<file path="config.mk">
export PLATFORM = sky130hd
export DESIGN_NAME = btn_toggle_conditioner
export DESIGN_NICKNAME = d
export VERILOG_FILES = /design/src/rtl/btn_toggle_conditioner.sv
export SDC_FILE = /design/constraint.sdc
export NUM_CORES = 1
export LEC_CHECK = 0
export ABC_AREA = 1
export CAP_MARGIN = 20
export CORE_ASPECT_RATIO = 0.9
export CORE_MARGIN = 5
export CORE_UTILIZATION = 45
export DETAILED_ROUTE_END_ITERATION = 7
export PLACE_DENSITY = 0.73
export SETUP_SLACK_MARGIN = 0.4
export SKIP_LAST_GASP = 1
export SLEW_MARGIN = 15
export SYNTH_ARGS = -nofsm -noshare
export SYNTH_HDL_FRONTEND = slang
export SYNTH_SLANG_ARGS = --single-unit
</file>
<file path="constraint.sdc">
create_clock -name CLK -period 1.8 [get_ports CLK]
set_input_delay 0.18 -clock CLK [delete_from_list [all_inputs] [get_ports CLK]]
set_output_delay 0.18 -clock CLK [all_outputs]
set_load 0.005 [all_outputs]
</file>
<file path="src/rtl/btn_toggle_conditioner.sv">
// Purpose: turns a raw bouncing push-button into a clean one-cycle toggle pulse T plus a debounced LEVEL.
// Latency: T and LEVEL rise DEBOUNCE_CYCLES+2 edges after the first pressed sample; LEVEL falls the same distance after release.
// Backpressure: none. The input is sampled every cycle and T is a fire-and-forget strobe.
// Optional build macro HOLD_REPEAT_EN adds auto-repeat pulses while the button stays held.

module btn_toggle_conditioner #(
  parameter int DEBOUNCE_CYCLES = 4,
  parameter int CNT_W           = 16,
  parameter bit BTN_ACTIVE_LOW  = 1'b0,
  parameter int HOLD_CYCLES     = 8,
  parameter int REPEAT_CYCLES   = 4
) (
  input  logic CLK,
  input  logic RST,
  input  logic BTN,
  output logic T,
  output logic LEVEL
);

  // Elaboration-time parameter sanity; the hold parameters are checked even
  // when the repeat feature is compiled out so a bad value is caught early.
  if (DEBOUNCE_CYCLES < 1 || DEBOUNCE_CYCLES > (2 ** CNT_W) - 1) begin : g_bad_debounce
    $error("DEBOUNCE_CYCLES out of range");
  end
  if (HOLD_CYCLES < 1 || REPEAT_CYCLES < 1) begin : g_bad_hold
    $error("HOLD_CYCLES and REPEAT_CYCLES must be at least 1");
  end

  // Last count value of a debounce window: reaching it with a stable input
  // on the following edge commits the transition.
  localparam logic [CNT_W-1:0] DB_LAST = CNT_W'(DEBOUNCE_CYCLES - 1);

  typedef enum logic [1:0] {
    S_IDLE         = 2'd0,
    S_PRESS_WAIT   = 2'd1,
    S_PRESSED      = 2'd2,
    S_RELEASE_WAIT = 2'd3
  } state_t;

  logic             sync_meta;
  logic             sync_out;
  logic             btn_s;
  state_t           state;
  state_t           state_nxt;
  logic [CNT_W-1:0] cnt;
  logic [CNT_W-1:0] cnt_nxt;
  logic             t_nxt;
  logic             level_nxt;

`ifdef HOLD_REPEAT_EN
  localparam logic [CNT_W-1:0] HOLD_LAST = CNT_W'(HOLD_CYCLES - 1);
  localparam logic [CNT_W-1:0] REP_LAST  = CNT_W'(REPEAT_CYCLES - 1);

  // hold_cnt counts cycles spent in PRESSED; rep_phase marks that the first
  // (long) hold delay has elapsed and the shorter repeat period now applies.
  logic [CNT_W-1:0] hold_cnt;
  logic [CNT_W-1:0] hold_cnt_nxt;
  logic             rep_phase;
  logic             rep_phase_nxt;
`endif

  // Two-flop synchronizer with polarity correction ahead of the first flop,
  // so reset leaves both stages at "not pressed" regardless of polarity.
  always_ff @(posedge CLK) begin
    if (RST) begin
      sync_meta <= 1'b0;
      sync_out  <= 1'b0;
    end else begin
      sync_meta <= BTN ^ BTN_ACTIVE_LOW;
      sync_out  <= sync_meta;
    end
  end

  assign btn_s = sync_out;

  // State, counters and the registered outputs.
  always_ff @(posedge CLK) begin
    if (RST) begin
      state <= S_IDLE;
      cnt   <= '0;
      T     <= 1'b0;
      LEVEL <= 1'b0;
    end else begin
      state <= state_nxt;
      cnt   <= cnt_nxt;
      T     <= t_nxt;
      LEVEL <= level_nxt;
    end
  end

`ifdef HOLD_REPEAT_EN
  // Hold/repeat timer state.
  always_ff @(posedge CLK) begin
    if (RST) begin
      hold_cnt  <= '0;
      rep_phase <= 1'b0;
    end else begin
      hold_cnt  <= hold_cnt_nxt;
      rep_phase <= rep_phase_nxt;
    end
  end
`endif

  // Debounce FSM: next state, debounce counter and toggle pulse request.
  always_comb begin
    state_nxt = state;
    cnt_nxt   = cnt;
    t_nxt     = 1'b0;
`ifdef HOLD_REPEAT_EN
    // Cleared everywhere except while sitting in PRESSED, so any exit or
    // re-entry restarts the long hold phase.
    hold_cnt_nxt  = '0;
    rep_phase_nxt = 1'b0;
`endif

    case (state)
      S_IDLE: begin
        if (btn_s) begin
          state_nxt = S_PRESS_WAIT;
          cnt_nxt   = '0;
        end
      end

      S_PRESS_WAIT: begin
        if (!btn_s) begin
          // Bounce during the press window: drop it silently.
          state_nxt = S_IDLE;
          cnt_nxt   = '0;
        end else if (cnt == DB_LAST) begin
          state_nxt = S_PRESSED;
          cnt_nxt   = '0;
          t_nxt     = 1'b1;
        end else begin
          cnt_nxt = cnt + CNT_W'(1);
        end
      end

      S_PRESSED: begin
        if (!btn_s) begin
          state_nxt = S_RELEASE_WAIT;
          cnt_nxt   = '0;
        end else begin
`ifdef HOLD_REPEAT_EN
          if (!rep_phase) begin
            if (hold_cnt == HOLD_LAST) begin
              t_nxt         = 1'b1;
              hold_cnt_nxt  = '0;
              rep_phase_nxt = 1'b1;
            end else begin
              hold_cnt_nxt  = hold_cnt + CNT_W'(1);
              rep_phase_nxt = 1'b0;
            end
          end else begin
            rep_phase_nxt = 1'b1;
            if (hold_cnt == REP_LAST) begin
              t_nxt        = 1'b1;
              hold_cnt_nxt = '0;
            end else begin
              hold_cnt_nxt = hold_cnt + CNT_W'(1);
            end
          end
`endif
        end
      end

      S_RELEASE_WAIT: begin
        if (btn_s) begin
          // Release bounce: back to PRESSED without a new pulse.
          state_nxt = S_PRESSED;
          cnt_nxt   = '0;
        end else if (cnt == DB_LAST) begin
          state_nxt = S_IDLE;
          cnt_nxt   = '0;
        end else begin
          cnt_nxt = cnt + CNT_W'(1);
        end
      end

      default: begin
        state_nxt = S_IDLE;
        cnt_nxt   = '0;
      end
    endcase

    // Downstream toggle stage needs a gap between strobes; this only bites
    // for degenerate hold/repeat settings of 1 cycle.
    t_nxt = t_nxt & ~T;

    // Debounced level is high in both states that mean "accepted press".
    level_nxt = (state_nxt == S_PRESSED) || (state_nxt == S_RELEASE_WAIT);
  end

  // The toggle strobe is always a single cycle wide.
  a_t_single_cycle : assert property (@(posedge CLK) disable iff (RST) T |=> !T);

endmodule

</file>
Word level (Yosys, flattened, before mapping). Index checks and enable logic that the tools add are counted.

Bits in registers: 22. Bits of input ports: 3. Output and inout bits: 2.

$add $sub $neg: 1. Equal/unequal tests: 8. Mux-type cells: 16. Bitwise logic cells: 2. Reduce and logical (&&, ||, !) cells: 3.

Operator list (number): 2-to-1 mux 16 bit (5); case mux 16 bit (4 select lines) (1); adder 16 x 1 -> 16 bit, second input constant (1); equality test 16 x 2 -> 1 bit, second input constant (1); 2-to-1 mux 2 bit (6); equality test 2 bit, second input constant (4); case mux 2 bit (4 select lines) (1); inequality test 2 bit, second input constant (2); 2-to-1 mux 1 bit (3); equality test 2 x 1 -> 1 bit, second input constant (1); zero test 2 bit (1); AND reduction 2 bit (1); bitwise AND 1 bit (1); logical OR 1 bit (1); NOT 1 bit (1).

Depth between registers and ports, before layout. Gate-level depths: netlist of run 1.

Depth after elaboration: 6. Mapped depth: 9.

Least setup slack after synthesis of run 1. No wires, ideal clock.

Path kind: flip-flop to flip-flop. Start: reg cnt[1]. End: reg cnt[2]. Setup time: 0.115 ns. Arrival: 1.162 ns. Path slack: 0.523 ns. Cell stages (with the launch flop): 9. Buffers on the path: 0. Period minus slack after synthesis: 1.277 ns. Cells stage by stage: dfxtp_1 ha_1 nand2_1 nor2_4 nand2_4 nand2_1 nand2_2 nand2_1 nor2_1.

Cells in the longest elaborated chain, start to end: 4. Elaborated cells on any way between the ends: 6. Classes of those cells: add/sub (1); eq/ne (1); mux (4).

Ends and longest elaborated chain: start: declaration (line 45) `logic [CNT_W-1:0] cnt;`; start signal: assignment (line 85) `cnt <= cnt_nxt;`; adder 16 x 1 -> 16 bit / equality test 16 x 2 -> 1 bit (equally long branches); 2-to-1 mux 16 bit (*) (line 129, 171); 2-to-1 mux 16 bit (on tied branches) (line 167, 125); case mux 16 bit (4 select lines) (*) (line 116) `case (state)`.

Every way passes the cells marked *; elsewhere a longest branch is shown, timed or not. A chain may end at the register's enable or synchronous reset.

Worst setup path after layout of run 1.
Start: reg cnt[1]. End: reg cnt[6].

Same word-level chain as after synthesis.

==> results by group, run 1 <==
Outcome
  – Outcome: completed

Clock network
  – Clk sink count: 22
  – CTS root buf: clkbuf_4
  – CTS clk-pin slew, worst paths: 0.13 ns
  – Clock Latency Late Sink: 0.32 ns
  – CTS tree: built
  – Hold_buf cts: 0
  – Cts bufs inserted: 3
  – H-Tree Depth: 1
  – CTS max path bufs: 2

Pwr
  – PnR Total Power: 0.918 mW
  – Leak: 0.647 nW
  – Worst vdd ir: 0.469 mV
  – Pwr Density: 622 nW/um^2

Timing
  – Final Hold Viols: 0
  – Unrepaired setup endpoints after global routing: true
  – Rel. slew slack: 76.6%
  – Post-route minimum period: 1.34 ns
  – Setup TNS: 0 ns
  – Maximum clock frequency: 0.744 GHz
  – Setup violators final: 0
  – Worst Skew: 0.00665 ns
  – Worst slew pin tran: 0.349 ns
  – Final worst-path cycle share: 74.7%
  – Final Max Tran Viols: 0

Detailed routing
  – WL/cell: 12.0 microns
  – Initial drt markers: 83
  – Antenna viol nets, final: 0
  – Residual DRC: 0
  – Drt via density: 4.95
  – Via count: 1,138
  – Drt first pass iters: 4
  – Final wirelength: 2750 microns

Layout
  – Ant. Diodes: 0
  – Fillcell total: 259
  – Area Overhead vs Synth: 18.5%
  – Nets: 205
  – Final instance area: 1480 sq um
  – Final Non-Filler Cells: 230
  – Share of cells above drive strength 1: 21.5%
  – Most common cell after layout, fill and taps aside: nand2_1
  – Commonest non-fill, non-tap cells in the layout: nand2_1 (54), nor2_1 (22), inv_1 (22)

GRT
  – Pin count of the biggest net entering global routing: 14
  – First-pass GRT wire length: 4440 microns
  – Global Route Usage Sum: 14.9%
  – Vias in the first global route: 976
  – Initial antenna violation count: 0
  – GR Overflow Total: 0

Hold path
  – Critical hold path startpoint: BTN
  – WHS Endpoint: sync_meta
  – Min-Delay Path Class: input pin to flip-flop
  – Hold path cells: 3

Die
  – Core footprint: 2700 sq um
  – Die footprint: 3920 sq um
  – FP Rows: 18
  – Die height: 59.9 microns
  – Die X: 65.5 microns
  – Ports: 5
  – Starting density of the core: 46.1%

Placement
  – Placed Cells: 224
  – Port bufs: 4
  – HPWL Detailed: 1920 microns
  – Placer Congestion: 0.860
  – Placed cell areas: 1340 sq um

Logic synthesis
  – Compound-gate portion of the synthesized area: 6.43%
  – Yosys warning total: 0
  – Leading area contributor after synthesis: dfxtp_1
  – Simple-Gate Fraction of Synth Area: 46.3%
  – Ys flop type: dfxtp_1
  – Mapped Area: 1250 sq um
  – Adder-Cell Fraction of Synth Area: 1.00%
  – Area contributors post-synth: dfxtp_1 (35%), nand2_1 (18%), nand3_1 (7.2%)
  – Number of flops mapped to enable cells by yosys: 0
  – Syn_area_per_cell: 6.59 sq um
  – Synth Net Count: 193
  – Number of library cell types mapped by synthesis: 25
  – Sequential share of the synthesized area: 35.3%
  – Post-synthesis register bit count: 22
  – Mux share of post-synthesis cell area: 0%
  – Synthesized instance count: 189
  – Largest family of logic cells by synthesized area: simple AND/OR/NAND/NOR gates
  – Post-synth ARST share: 0%
  – Post-Synth XOR/XNOR Area: 2.81%
  – Synth top area share: 35.3%

Critical path
  – Reg2reg end: cnt[6]
  – Critical path peak fanout: 5
  – Startpoint types: flip-flop
  – FF-to-FF Start: cnt[1]
  – CP required: 2.03 ns
  – Setup CP Type: flip-flop to flip-flop
  – R2R cell count: 8
  – Critical Path AT: 1.57 ns
  – R2r setup slk: 0.46 ns
  – Worst setup EP type: flip-flop

Job
  – MaxCap Viol Count: 0
what timing repair did:
action	4_1_cts	5_1_grt
setup buffers	0	2
gates cloned	0	0
pin swaps	1	4
endpoints found under the setup margin	9	15
gates resized for setup	3	21
worst max path at each step:
stage	slack (ns)	from	endpoint	cells past startpoint
finish	0.46	cnt[1]	cnt[6]	8
global placement	0.37	cnt[1]	cnt[2]	8
detailed placement	0.37	cnt[1]	cnt[2]	8
CTS	0.42	cnt[1]	cnt[10]	9
global route	0.37	cnt[1]	cnt[14]	9
floorplan	0.52	cnt[1]	cnt[2]	8
layer usage:
metal,vias up,share of wire (%),track usage (%)
met1,496,47,19.6
met4,0,1.2,6.21
met2,31,46,23.7
li1,607,-,-
met5,-,0,0
met3,4,5.3,3.38
final cells by class:
type                    instances  area [sq um]  area share (%)
clock buffers                   3          22.5            1.53
well taps                      30          37.5            2.54
multi-input cells             140           762            51.6
inverters                      26          97.6            6.61
repair buffers                  8          72.6            4.92
flip-flops and latches         22           454            30.8
clock inverters                 1          30.0            2.03
cell families (layout without fill, tap and decap cells):
| group | after synthesis | count (layout) |
|---|---|---|
| flip-flops | 22 | 22 |
| XOR/XNOR | 4 | 4 |
| buffers and inverters | 27 | 38 |
| AO/OA/AOI/OAI | 13 | 13 |
| AND/OR/NAND/NOR | 122 | 122 |
| adder cells (fa/ha/maj) | 1 | 1 |
state kept, by name, indices dropped and copies added (netlist names):
signal,cells
LEVEL,1
T,1
btn_s,1
cnt,16
state,2
sync_meta,1
power by group:
part           switching (mW)  total (mW)  leakage, nW  internal, mW
Clock                   0.165       0.391       0.0279         0.225
Sequential            0.00175       0.488        0.182         0.487
Combinational          0.0253      0.0388        0.437        0.0134
synth_stat cells (all sizes together) (2+ instances only):
| master | number |
|---|---|
| nand2 | 65 |
| xor2 | 3 |
| inv | 24 |
| nor3 | 2 |
| dfxtp | 22 |
| a21oi | 11 |
| nand3 | 18 |
| o21ai | 2 |
| nand4 | 3 |
| nor2 | 32 |
| clkinv | 2 |
stage by stage:
step	setup slack, ns	utilization [%]	hold slack (ns)
after floorplan	0.523	-	0.287
after CTS	0.417	51.5	0.349
after global routing	0.371	54.6	0.334
after global placement	0.369	49.4	0.391
after detailed placement	0.369	49.4	0.395
final	0.456	54.6	0.355
critical path, stage by stage, from the launching register on:
cell and delay, ns:
dfxtp_4 0.39, ha_4 0.16, nand2_2 0.07, nor2_4 0.21, nand2_4 0.11, nand2_4 0.09
nand2_2 0.08, nand3_1 0.09, nor2_1 0.05
Note: power is estimated with default switching activity, not from simulation.
==> inputs of run 2 (changes only) <==
==> constraint.sdc (replaced) <==
create_clock -name CLK -period 1.4 [get_ports CLK]
set_input_delay 0.14 -clock CLK [delete_from_list [all_inputs] [get_ports CLK]]
set_output_delay 0.14 -clock CLK [all_outputs]
set_load 0.005 [all_outputs]
==> run 2 against run 1 <==
Against the previous run:
- die area unchanged
- flip-flop and latch count unchanged
- sequential power up 27%
- worst hold slack worse by 0.042 ns
- power up 16%
- critical path depth unchanged
- wire length up 19%
- fmax up 4.4%
- non-clock buffer count up 15
- clock skew down 0.0027 ns
- register-to-register slack worse by 0.34 ns
- highest routed layer unchanged
==> results by group, run 2 (synthesis results as in run 1) <==
Clock network
  – H-Tree Depth: 1
  – Clock Latency Late Sink: 0.32 ns
  – Hold_buf cts: 0
  – CTS root buf: clkbuf_4
  – Cts bufs inserted: 3
  – Clk sink count: 22
  – CTS clk-pin slew, worst paths: 0.13 ns
  – CTS max path bufs: 2
  – CTS tree: built

Pwr
  – Comb pwr share: 6.2%
  – Pwr Density: 605 nW/um^2
  – Pint: 0.800 mW
  – Clk network pwr share: 35.3%
  – PnR Total Power: 1.06 mW
  – Sequential share of power: 58.5%
  – Worst vdd ir: 0.383 mV
  – Switching Power: 0.262 mW
  – Sw Share: 24.7%
  – Leak: 0.787 nW

Critical path
  – CP delay by family, top: simple AND/OR/NAND/NOR gates
  – Critical Path Stages: 8
  – Crit path capture: cnt[6]
  – Crit path buf inv count: 0
  – R2r setup slk: 0.11 ns
  – FF-to-FF Start: cnt[2]
  – Startpoint types: flip-flop
  – Slowest stage cell, crit path: dfxtp_4
  – Crit-path cells: nor2_1 -> nand2_1 -> nor2_4 -> nand2_4 -> nand2_4 -> nand2_4 -> nand3_2 -> nor2_1
  – Crit path top cell by count: nand2_4
  – Worst setup EP type: flip-flop
  – Critical path peak fanout: 5
  – CP required: 1.63 ns
  – CP startpoint: cnt[2]
  – Critical Path AT: 1.52 ns
  – Reg2reg end: cnt[6]
  – Setup CP Type: flip-flop to flip-flop
  – Slowest cell delay on critical path: 0.38 ns
  – R2R cell count: 8

Die
  – Die footprint: 3920 sq um
  – Starting density of the core: 46.1%
  – Die X: 65.5 microns
  – Ports: 5
  – FP Rows: 18
  – Die height: 59.9 microns
  – Core footprint: 2700 sq um

Timing
  – Final worst-path cycle share: 92.0%
  – Post-route minimum period: 1.29 ns
  – Final Hold Viols: 0
  – Maximum clock frequency: 0.777 GHz
  – Worst slew pin tran: 0.375 ns
  – Worst Skew: 0.00398 ns
  – Rel. slew slack: 74.8%
  – Unrepaired setup endpoints after global routing: true
  – Final Max Tran Viols: 0
  – Setup violators final: 0

Detailed routing
  – Final wirelength: 3270 microns
  – Drt via density: 5.07
  – Drt first pass iters: 4
  – WL/cell: 13.3 microns
  – Antenna viol nets, final: 0
  – Initial drt markers: 58
  – Via count: 1,248
  – Residual DRC: 0

Layout
  – Reg with most FFs: cnt
  – Most common cell after layout, fill and taps aside: nand2_1
  – Final instance area: 1760 sq um
  – Biggest registers after layout: cnt x16, state x2
  – Area Overhead vs Synth: 41.0%
  – Nets: 221
  – Share of cells above drive strength 1: 43.5%
  – Ant. Diodes: 0
  – Commonest non-fill, non-tap cells in the layout: nand2_1 (44), inv_1 (20), nor2_1 (18)
  – Max FFs per register: 16

Placement
  – Placer Congestion: 0.844
  – Placed cell areas: 1410 sq um
  – Port bufs: 4
  – HPWL Detailed: 2050 microns

GRT
  – First-pass GRT wire length: 5110 microns
  – GR Overflow Total: 0
  – Global Route Usage Sum: 17.2%
  – Initial antenna violation count: 0
  – Vias in the first global route: 1,146
  – Pin count of the biggest net entering global routing: 13

Hold path
  – Min-Delay Path Class: input pin to flip-flop

Job
  – MaxCap Viol Count: 0

Outcome
  – Outcome: completed
[run 2: how the worst min path moves through the flow]
stage / startpoint / endpoint / slack, ns / cells after the start
6_report: BTN / sync_meta / 0.31 / 3
2_1_floorplan: BTN / sync_meta / 0.25 / 2
5_1_grt: BTN / sync_meta / 0.34 / 3
4_1_cts: BTN / sync_meta / 0.32 / 3
3_3_place_gp: sync_meta / btn_s / 0.39 / 2
3_5_place_dp: sync_meta / btn_s / 0.41 / 2
[run 2: final cells by class]
class / count / area (sq um)
inverter: 26 / 105
tap: 30 / 37.5
clock buffer: 4 / 36.3
timing repair buffer: 23 / 200
sequential: 22 / 473
multi-input combinational: 141 / 905
fill: 217 / 946
[run 2: power by group through the flow]
stage          sequential, mW  combinational [mW]  clock, mW
3_3_place_gp            0.646              0.0472          0
4_1_cts                 0.626              0.0576      0.377
5_1_grt                 0.623              0.0710      0.410
3_5_place_dp            0.646              0.0481          0
2_1_floorplan           0.645              0.0293          0
6_report                0.622              0.0659      0.375
[run 2: repair_timing]
item	in CTS	in global routing
gates resized for setup	39	28
gates cloned	0	1
setup endpoints to repair	22	21
setup buffers	10	3
pin swaps	13	16
[run 2: stage by stage]
stage / hold slack [ns] / TNS [ns] / setup slack (ns) / util (%) / instances
3_5_place_dp: 0.410 / -0.0255 / -0.0216 / 52.1 / 228
4_1_cts: 0.317 / 0 / 0.126 / 60.5 / 242
5_1_grt: 0.339 / 0 / 0.0318 / 65.0 / 246
2_1_floorplan: 0.247 / 0 / 0.176 / - / 189
6_report: 0.312 / 0 / 0.113 / 65.0 / 246
3_3_place_gp: 0.391 / -0.00607 / -0.00607 / 52.1 / 228
[run 2: layer usage]
| metal | up-vias | wire length, microns | GRT usage (%) |
|---|---|---|---|
| li1 | 646 | - | - |
| met1 | 566 | 1490 | 21.2 |
| met2 | 27 | 1570 | 28.7 |
| met3 | 9 | 153 | 4.70 |
| met4 | 0 | 53 | 6.51 |
| met5 | - | 0 | 0 |
[run 2: tightest hold or removal path: stages]
cell and delay (ns):
clkdlybuf4s50_1 0.39, inv_1 0.05, nor2_1 0.03
